`src/rtl/nts_ntp_header_rx_pkg.sv`:
```
// Shared definitions for the NTP header receiver: API map, core identity,
// FSM encoding and the bit positions of the NTP header fields in block 0.
package nts_ntp_header_rx_pkg;

    localparam logic [7:0] API_ADDR_NAME0   = 8'h00;
    localparam logic [7:0] API_ADDR_NAME1   = 8'h01;
    localparam logic [7:0] API_ADDR_VERSION = 8'h02;
    localparam logic [7:0] API_ADDR_OK_CNT  = 8'h10;
    localparam logic [7:0] API_ADDR_BAD_CNT = 8'h11;
    localparam logic [7:0] API_ADDR_CLEAR   = 8'h12;

    localparam logic [31:0] CORE_NAME0   = 32'h6e74_7068;
    localparam logic [31:0] CORE_NAME1   = 32'h6864_7278;
    localparam logic [31:0] CORE_VERSION = 32'h302e_3031;

    typedef enum logic [1:0] {
        ST_IDLE    = 2'd0,
        ST_RECEIVE = 2'd1,
        ST_DONE    = 2'd2,
        ST_ERROR   = 2'd3
    } rx_state_t;

    // Field positions inside the big-endian 64-bit block 0
    localparam int VN_MSB   = 61;
    localparam int VN_LSB   = 59;
    localparam int MODE_MSB = 58;
    localparam int MODE_LSB = 56;
    localparam int POLL_MSB = 47;
    localparam int POLL_LSB = 40;

    localparam logic [2:0] VN_LOW      = 3'd3;
    localparam logic [2:0] VN_HIGH     = 3'd4;
    localparam logic [2:0] MODE_CLIENT = 3'd3;

    function automatic logic header_acceptable(input logic [2:0] vn, input logic [2:0] mode);
        return ((vn == VN_LOW) || (vn == VN_HIGH)) && (mode == MODE_CLIENT);
    endfunction

endpackage

```
`src/rtl/nts_ntp_header_rx.sv`:
```
// Receives the NTP header of a packet as a sequence of 64-bit blocks,
// captures VN/Mode/Poll and the origin timestamp, and reports a verdict.
module nts_ntp_header_rx
    import nts_ntp_header_rx_pkg::*;
#(
    parameter int NTP_HEADER_BLOCKS = 6
) (
    input  logic        i_clk,
    input  logic        i_areset,
    input  logic        i_clear,
    input  logic        i_rx_wr_en,
    input  logic [2:0]  i_rx_block,
    input  logic [63:0] i_rx_data,
    output logic        o_busy,
    output logic        o_record_receive_timestamp,
    output logic        o_done,
    output logic        o_valid,
    output logic        o_error,
    output logic [2:0]  o_version_number,
    output logic [2:0]  o_mode,
    output logic [7:0]  o_poll,
    output logic [63:0] o_origin_timestamp,
    input  logic        i_api_cs,
    input  logic        i_api_we,
    input  logic [7:0]  i_api_address,
    input  logic [31:0] i_api_write_data,
    output logic [31:0] o_api_read_data
);

    localparam logic [2:0] LAST_BLOCK = 3'(NTP_HEADER_BLOCKS - 1);

    rx_state_t   state_r;
    rx_state_t   state_next_s;
    logic [2:0]  expected_r;
    logic [2:0]  expected_next_s;
    logic        accept_b0_s;
    logic        capture_origin_s;
    logic        ok_inc_s;
    logic        bad_inc_s;
    logic        api_clear_s;
    logic [31:0] ok_cnt_r;
    logic [31:0] bad_cnt_r;

    logic        busy_r;
    logic        rec_ts_r;
    logic        done_r;
    logic        valid_r;
    logic        error_r;
    logic [2:0]  vn_r;
    logic [2:0]  mode_r;
    logic [7:0]  poll_r;
    logic [63:0] origin_r;

    // Write data carries no meaning: the only write is the counter clear
    logic        unused_s;
    assign unused_s = ^i_api_write_data;

    assign api_clear_s = i_api_cs && i_api_we && (i_api_address == API_ADDR_CLEAR);

    // Next-state, block sequencing and counter events
    always_comb begin
        state_next_s     = state_r;
        expected_next_s  = expected_r;
        accept_b0_s      = 1'b0;
        capture_origin_s = 1'b0;
        ok_inc_s         = 1'b0;
        bad_inc_s        = 1'b0;
        if (i_clear) begin
            state_next_s    = ST_IDLE;
            expected_next_s = 3'd0;
        end else begin
            case (state_r)
                ST_IDLE: begin
                    if (i_rx_wr_en && (i_rx_block == 3'd0)) begin
                        accept_b0_s     = 1'b1;
                        expected_next_s = 3'd1;
                        state_next_s    = ST_RECEIVE;
                    end else if (i_rx_wr_en) begin
                        bad_inc_s       = 1'b1;
                        expected_next_s = 3'd0;
                        state_next_s    = ST_ERROR;
                    end else begin
                        state_next_s = ST_IDLE;
                    end
                end
                ST_RECEIVE: begin
                    if (i_rx_wr_en && (i_rx_block == expected_r)) begin
                        expected_next_s = expected_r + 3'd1;
                        if (expected_r == LAST_BLOCK) begin
                            capture_origin_s = 1'b1;
                            state_next_s     = ST_DONE;
                        end else begin
                            state_next_s = ST_RECEIVE;
                        end
                    end else if (i_rx_wr_en) begin
                        bad_inc_s       = 1'b1;
                        expected_next_s = 3'd0;
                        state_next_s    = ST_ERROR;
                    end else begin
                        state_next_s = ST_RECEIVE;
                    end
                end
                ST_DONE: begin
                    // valid_r holds the verdict currently shown on o_valid
                    ok_inc_s        = valid_r;
                    bad_inc_s       = ~valid_r;
                    expected_next_s = 3'd0;
                    state_next_s    = ST_IDLE;
                end
                ST_ERROR: begin
                    state_next_s = ST_ERROR;
                end
                default: begin
                    expected_next_s = 3'd0;
                    state_next_s    = ST_IDLE;
                end
            endcase
        end
    end

    // FSM state and status outputs, registered from the next state
    always_ff @(posedge i_clk or posedge i_areset) begin
        if (i_areset) begin
            state_r    <= ST_IDLE;
            expected_r <= 3'd0;
            busy_r     <= 1'b0;
            rec_ts_r   <= 1'b0;
            done_r     <= 1'b0;
            valid_r    <= 1'b0;
            error_r    <= 1'b0;
        end else begin
            state_r    <= state_next_s;
            expected_r <= expected_next_s;
            busy_r     <= (state_next_s != ST_IDLE);
            rec_ts_r   <= accept_b0_s;
            done_r     <= (state_next_s == ST_DONE);
            valid_r    <= (state_next_s == ST_DONE) && header_acceptable(vn_r, mode_r);
            error_r    <= (state_next_s == ST_ERROR);
        end
    end

    // Captured header fields persist across clears until the next block 0
    always_ff @(posedge i_clk or posedge i_areset) begin
        if (i_areset) begin
            vn_r     <= 3'd0;
            mode_r   <= 3'd0;
            poll_r   <= 8'd0;
            origin_r <= 64'd0;
        end else begin
            if (accept_b0_s) begin
                vn_r   <= i_rx_data[VN_MSB:VN_LSB];
                mode_r <= i_rx_data[MODE_MSB:MODE_LSB];
                poll_r <= i_rx_data[POLL_MSB:POLL_LSB];
            end
            if (capture_origin_s) begin
                origin_r <= i_rx_data;
            end
        end
    end

    // Packet statistics; the API clear overrides a same-cycle count event
    always_ff @(posedge i_clk or posedge i_areset) begin
        if (i_areset) begin
            ok_cnt_r  <= 32'd0;
            bad_cnt_r <= 32'd0;
        end else if (api_clear_s) begin
            ok_cnt_r  <= 32'd0;
            bad_cnt_r <= 32'd0;
        end else begin
            if (ok_inc_s) begin
                ok_cnt_r <= ok_cnt_r + 32'd1;
            end
            if (bad_inc_s) begin
                bad_cnt_r <= bad_cnt_r + 32'd1;
            end
        end
    end

    // Combinational API read decode
    always_comb begin
        o_api_read_data = 32'd0;
        case (i_api_address)
            API_ADDR_NAME0:   o_api_read_data = CORE_NAME0;
            API_ADDR_NAME1:   o_api_read_data = CORE_NAME1;
            API_ADDR_VERSION: o_api_read_data = CORE_VERSION;
            API_ADDR_OK_CNT:  o_api_read_data = ok_cnt_r;
            API_ADDR_BAD_CNT: o_api_read_data = bad_cnt_r;
            default:          o_api_read_data = 32'd0;
        endcase
    end

    assign o_busy                     = busy_r;
    assign o_record_receive_timestamp = rec_ts_r;
    assign o_done                     = done_r;
    assign o_valid                    = valid_r;
    assign o_error                    = error_r;
    assign o_version_number           = vn_r;
    assign o_mode                     = mode_r;
    assign o_poll                     = poll_r;
    assign o_origin_timestamp         = origin_r;

endmodule

```
`config.mk`:
```
export PLATFORM = sky130hd
export DESIGN_NAME = nts_ntp_header_rx
export DESIGN_NICKNAME = d
export VERILOG_FILES = /design/src/rtl/nts_ntp_header_rx_pkg.sv /design/src/rtl/nts_ntp_header_rx.sv
export SDC_FILE = /design/constraint.sdc
export NUM_CORES = 1
export LEC_CHECK = 0
export ABC_AREA = 1
export BUFFER_PORTS_ARGS = -buffer_cell sky130_fd_sc_hd__buf_4
export CAP_MARGIN = 20
export CELL_PAD_IN_SITES_DETAIL_PLACEMENT = 1
export CELL_PAD_IN_SITES_GLOBAL_PLACEMENT = 1
export CORE_ASPECT_RATIO = 1.5
export CORE_MARGIN = 4
export CORE_UTILIZATION = 38
export DETAILED_ROUTE_END_ITERATION = 12
export PLACE_DENSITY = 0.93
export SLEW_MARGIN = 5
export SYNTH_ARGS = -nofsm -noshare
export SYNTH_HDL_FRONTEND = slang
export SYNTH_SLANG_ARGS = --single-unit
```
`constraint.sdc`:
```
create_clock -name i_clk -period 6.3 [get_ports i_clk]
set_input_delay 0.63 -clock i_clk [delete_from_list [all_inputs] [get_ports i_clk]]
set_output_delay 0.63 -clock i_clk [all_outputs]
set_load 0.01 [all_outputs]
```
==> flow_summary.yaml <==
setup_path:
  slowest_delay_ns: 0.62
  worstPathRequired_ns: 5.67
  crit_fanout: 22
  worst_r2r_startpoint: "bad_cnt_r[0]$_DFFE_PP0P_"
  cp_top_family: "buffers and inverters"
  crit_start: "i_api_address[7]"
  path_cells: "buf_4 -> nor2_2 -> nand3_2 -> inv_1 -> nand2_1 -> inv_1 -> nand2_1 -> o211ai_1 -> buf_4"
  path_buf_inv: 4
  cp-end-kind: "output pin"
  worst_ep_arrival_time_ns: 2.82
  crit_path_top_delay_cell: "inv_1"
  path_class: "primary input to output pin"
  startpoint_type: "primary input"
routing:
  wl_per_cell_um: 20.1
  num_vias: 9132
  avgViaCountPerCell: 5.47
  drt-total-wl_um: 33600
  drtIter0Drc: 441
  drtPass1Iterations: 5
  drtAntennaViolNets: 0
  drc: 0
timing:
  hold_viol: 0
  worst_slack_ns: 2.85
  hold_slack_ns: 0.325
  worst_pin_slew_ns: 1.00
  slew_headroom_pct: 33.0
  fmax_mhz: 290
  finalCritPeriodShare_pct: 54.8
  finalMaxSlewViolations: 0
  grt_setup_unrepaired: "no"
  setup_tns_ns: 0
  fin_crit_ns: 3.45
  skew_ns: 0.0100
  setup_viol: 0
die:
  core_um2: 21900
  die_height_um: 192
  initial_utilization_pct: 39.0
  die_w_um: 130
  io_pins: 228
  die-area_um2: 25000
  fp-row-count: 66
placed_design:
  dp_hpwl_um: 24200
  port_buffers: 195
  pre_cts_ws_ns: 2.86
  dpl-instance-area_um2: 10200
  place_congestion: 0.962
logic_synthesis:
  synth_top_family_by_area: "simple AND/OR/NAND/NOR gates"
  synth_nets: 1327
  synth_compound_area_share_pct: 5.84
  synthesis.instances: 1205
  synth_enable_flop_cells: 0
  synth_cell_types: 37
  syn_avg_cell_area_um2: 7.08
  synth_warnings: 0
  ys_ff_latch: 152
  yosys.area_share.simple_pct: 39.2
  synthArstFlopShare_pct: 100
  synth-adder-area-share_pct: 1.32
  synth_xor_xnor_area_share_pct: 1.64
  ys_seq_area_share_pct: 44.6
  synthMuxAreaShare_pct: 0
  syn_area_um2: 8530
  synth_ff_type: "dfrtp_1"
global_route:
  grt.overflow.total: 0
  grtUsageTotal_pct: 27.5
  grt_pass1_vias: 10000
  grt_antenna_before_repair: 0
  grt_pass1_wl_um: 52900
  grt_max_degree: 81
final_layout:
  drive_gt1_share_pct: 18.9
  fin_area_um2: 10800
  postLayoutCoreUtil_pct: 49.5
  area_delta_synth_final_pct: 27.1
  n_antenna_cell: 0
  finalNetCount: 1506
worst_hold_path:
  hold_class: "primary input to asynchronous set/reset pin"
clock_tree:
  ctsHoldBuffers: 0
  cts.sinks: 152
  cts_resized: 0
  clk_pin_slew_ns: 0.07
  cts_tree: "built"
  clk_latency_ns: 0.45
  cts_inserted_buffers: 17
  cts_max_path_buffers: 2
  cts-root-buf: "clkbuf_16"
  htree_levels: 4
  cts_setup_buffers: 0
status:
  status: "completed"
power:
  power.leakage_uw: 0.00581
  power.density_nw_per_um2: 275
  ir_worst_vdd_v: 0.000199
run:
  cap_viol_max_count: 0
-- report_power, final --
group	leakage, µW	switching [µW]	internal [µW]	total [µW]
Sequential	0.00201	169	1100	1270
Combinational	0.00348	359	218	577
Clock	0.000312	489	644	1130
-- state kept, by name, indices dropped and copies added, names as in the netlist --
name and count:
o_origin_timestamp 64, bad_cnt_r 32, ok_cnt_r 32, o_poll 8, expected_r 3, o_mode 3, o_version_number 3, state_r 2
o_busy 1, o_done 1, o_error 1, o_record_receive_timestamp 1, o_valid 1
-- placed cells by master (no fill, tap or decap), drive strengths merged --
cell,Yosys,layout
o211ai,5,5
a22o,2,2
a211oi,1,1
clkbuf,24,17
bufinv,0,3
inv,111,122
nor3b,1,1
a21oi,18,18
o221ai,15,15
o31ai,1,1
ha,9,9
nand2,464,464
buf,19,203
dfrtp,152,152
o22ai,6,6
nand3b,1,1
nor3,19,19
xor2,11,11
o21ai,30,30
nand4,26,26
or2,1,1
a31oi,3,3
nand3,137,137
nor2,144,144
clkinv,0,1
xnor2,5,5
-- per-stage QoR --
| step | power (µW) | std cells |
|---|---|---|
| after floorplan | 1590 | 1205 |
| after global placement | 1800 | 1636 |
| after detailed placement | 1840 | 1636 |
| after CTS | 2990 | 1668 |
| after global routing | 3130 | 1669 |
| final | 2980 | 1669 |
-- path summary, 6_finish.rpt --
path	end	slack, ns	cells after the start
min reg2reg	o_origin_timestamp[5]$_DFFE_PP0P_	0.47	2
min in group i_clk	o_poll[6]$_DFFE_PP0P_	0.41	3
max reg2reg	bad_cnt_r[26]$_DFFE_PP0P_	3.98	11
min	o_origin_timestamp[6]$_DFFE_PP0P_	0.32	2
max in group asynchronous	o_origin_timestamp[31]$_DFFE_PP0P_	4.50	3
max	o_api_read_data[13]	2.85	9
-- cells by family after synthesis --
| family | Yosys count |
|---|---|
| AND/OR/NAND/NOR | 793 |
| XOR/XNOR | 16 |
| flip-flops | 152 |
| adder cells (fa/ha/maj) | 9 |
| buffers and inverters | 154 |
| AO/OA/AOI/OAI | 81 |
-- final cells by class --
type,instances,area [µm²]
Fill cell,2800,11000
Clock inverter,15,205
Inverter,111,422
Clock buffer,17,425
Sequential cell,152,3800
Timing Repair Buffer,203,1540
Tap cell,272,340
Multi-Input combinational cell,899,4100
-- routing by layer --
metal  wire length [µm]  vias to the layer above  GRT usage (%)
li1                   -                     4203              -
met2              17600                      358           49.4
met4               2200                        0           17.2
met5                  0                        -              0
met3               2070                      122           7.10
met1              11800                     4449           27.8
-- synth_stat cells, types with 4 or more instances --
cell type  count  area, µm²
xnor2_1        5       43.8
nand4_1       26        163
o21ai_0       27        135
dfrtp_1      152       3800
nor2_2         7       43.8
inv_2          6       22.5
inv_1        105        394
nand2_1      459       1720
nand3_1      133        666
nor2_1       136        510
xor2_1        11       96.3
a21oi_1       18       90.1
o221ai_1      15        131
o211ai_1       5       37.5
buf_2         10       50.1
ha_1           9        113
o22ai_1        6       37.5
buf_4          4       30.0
buf_6          4       45.0
clkbuf_1      24       90.1
nor3_1        16       80.1
(Power assumes the default switching activity.)
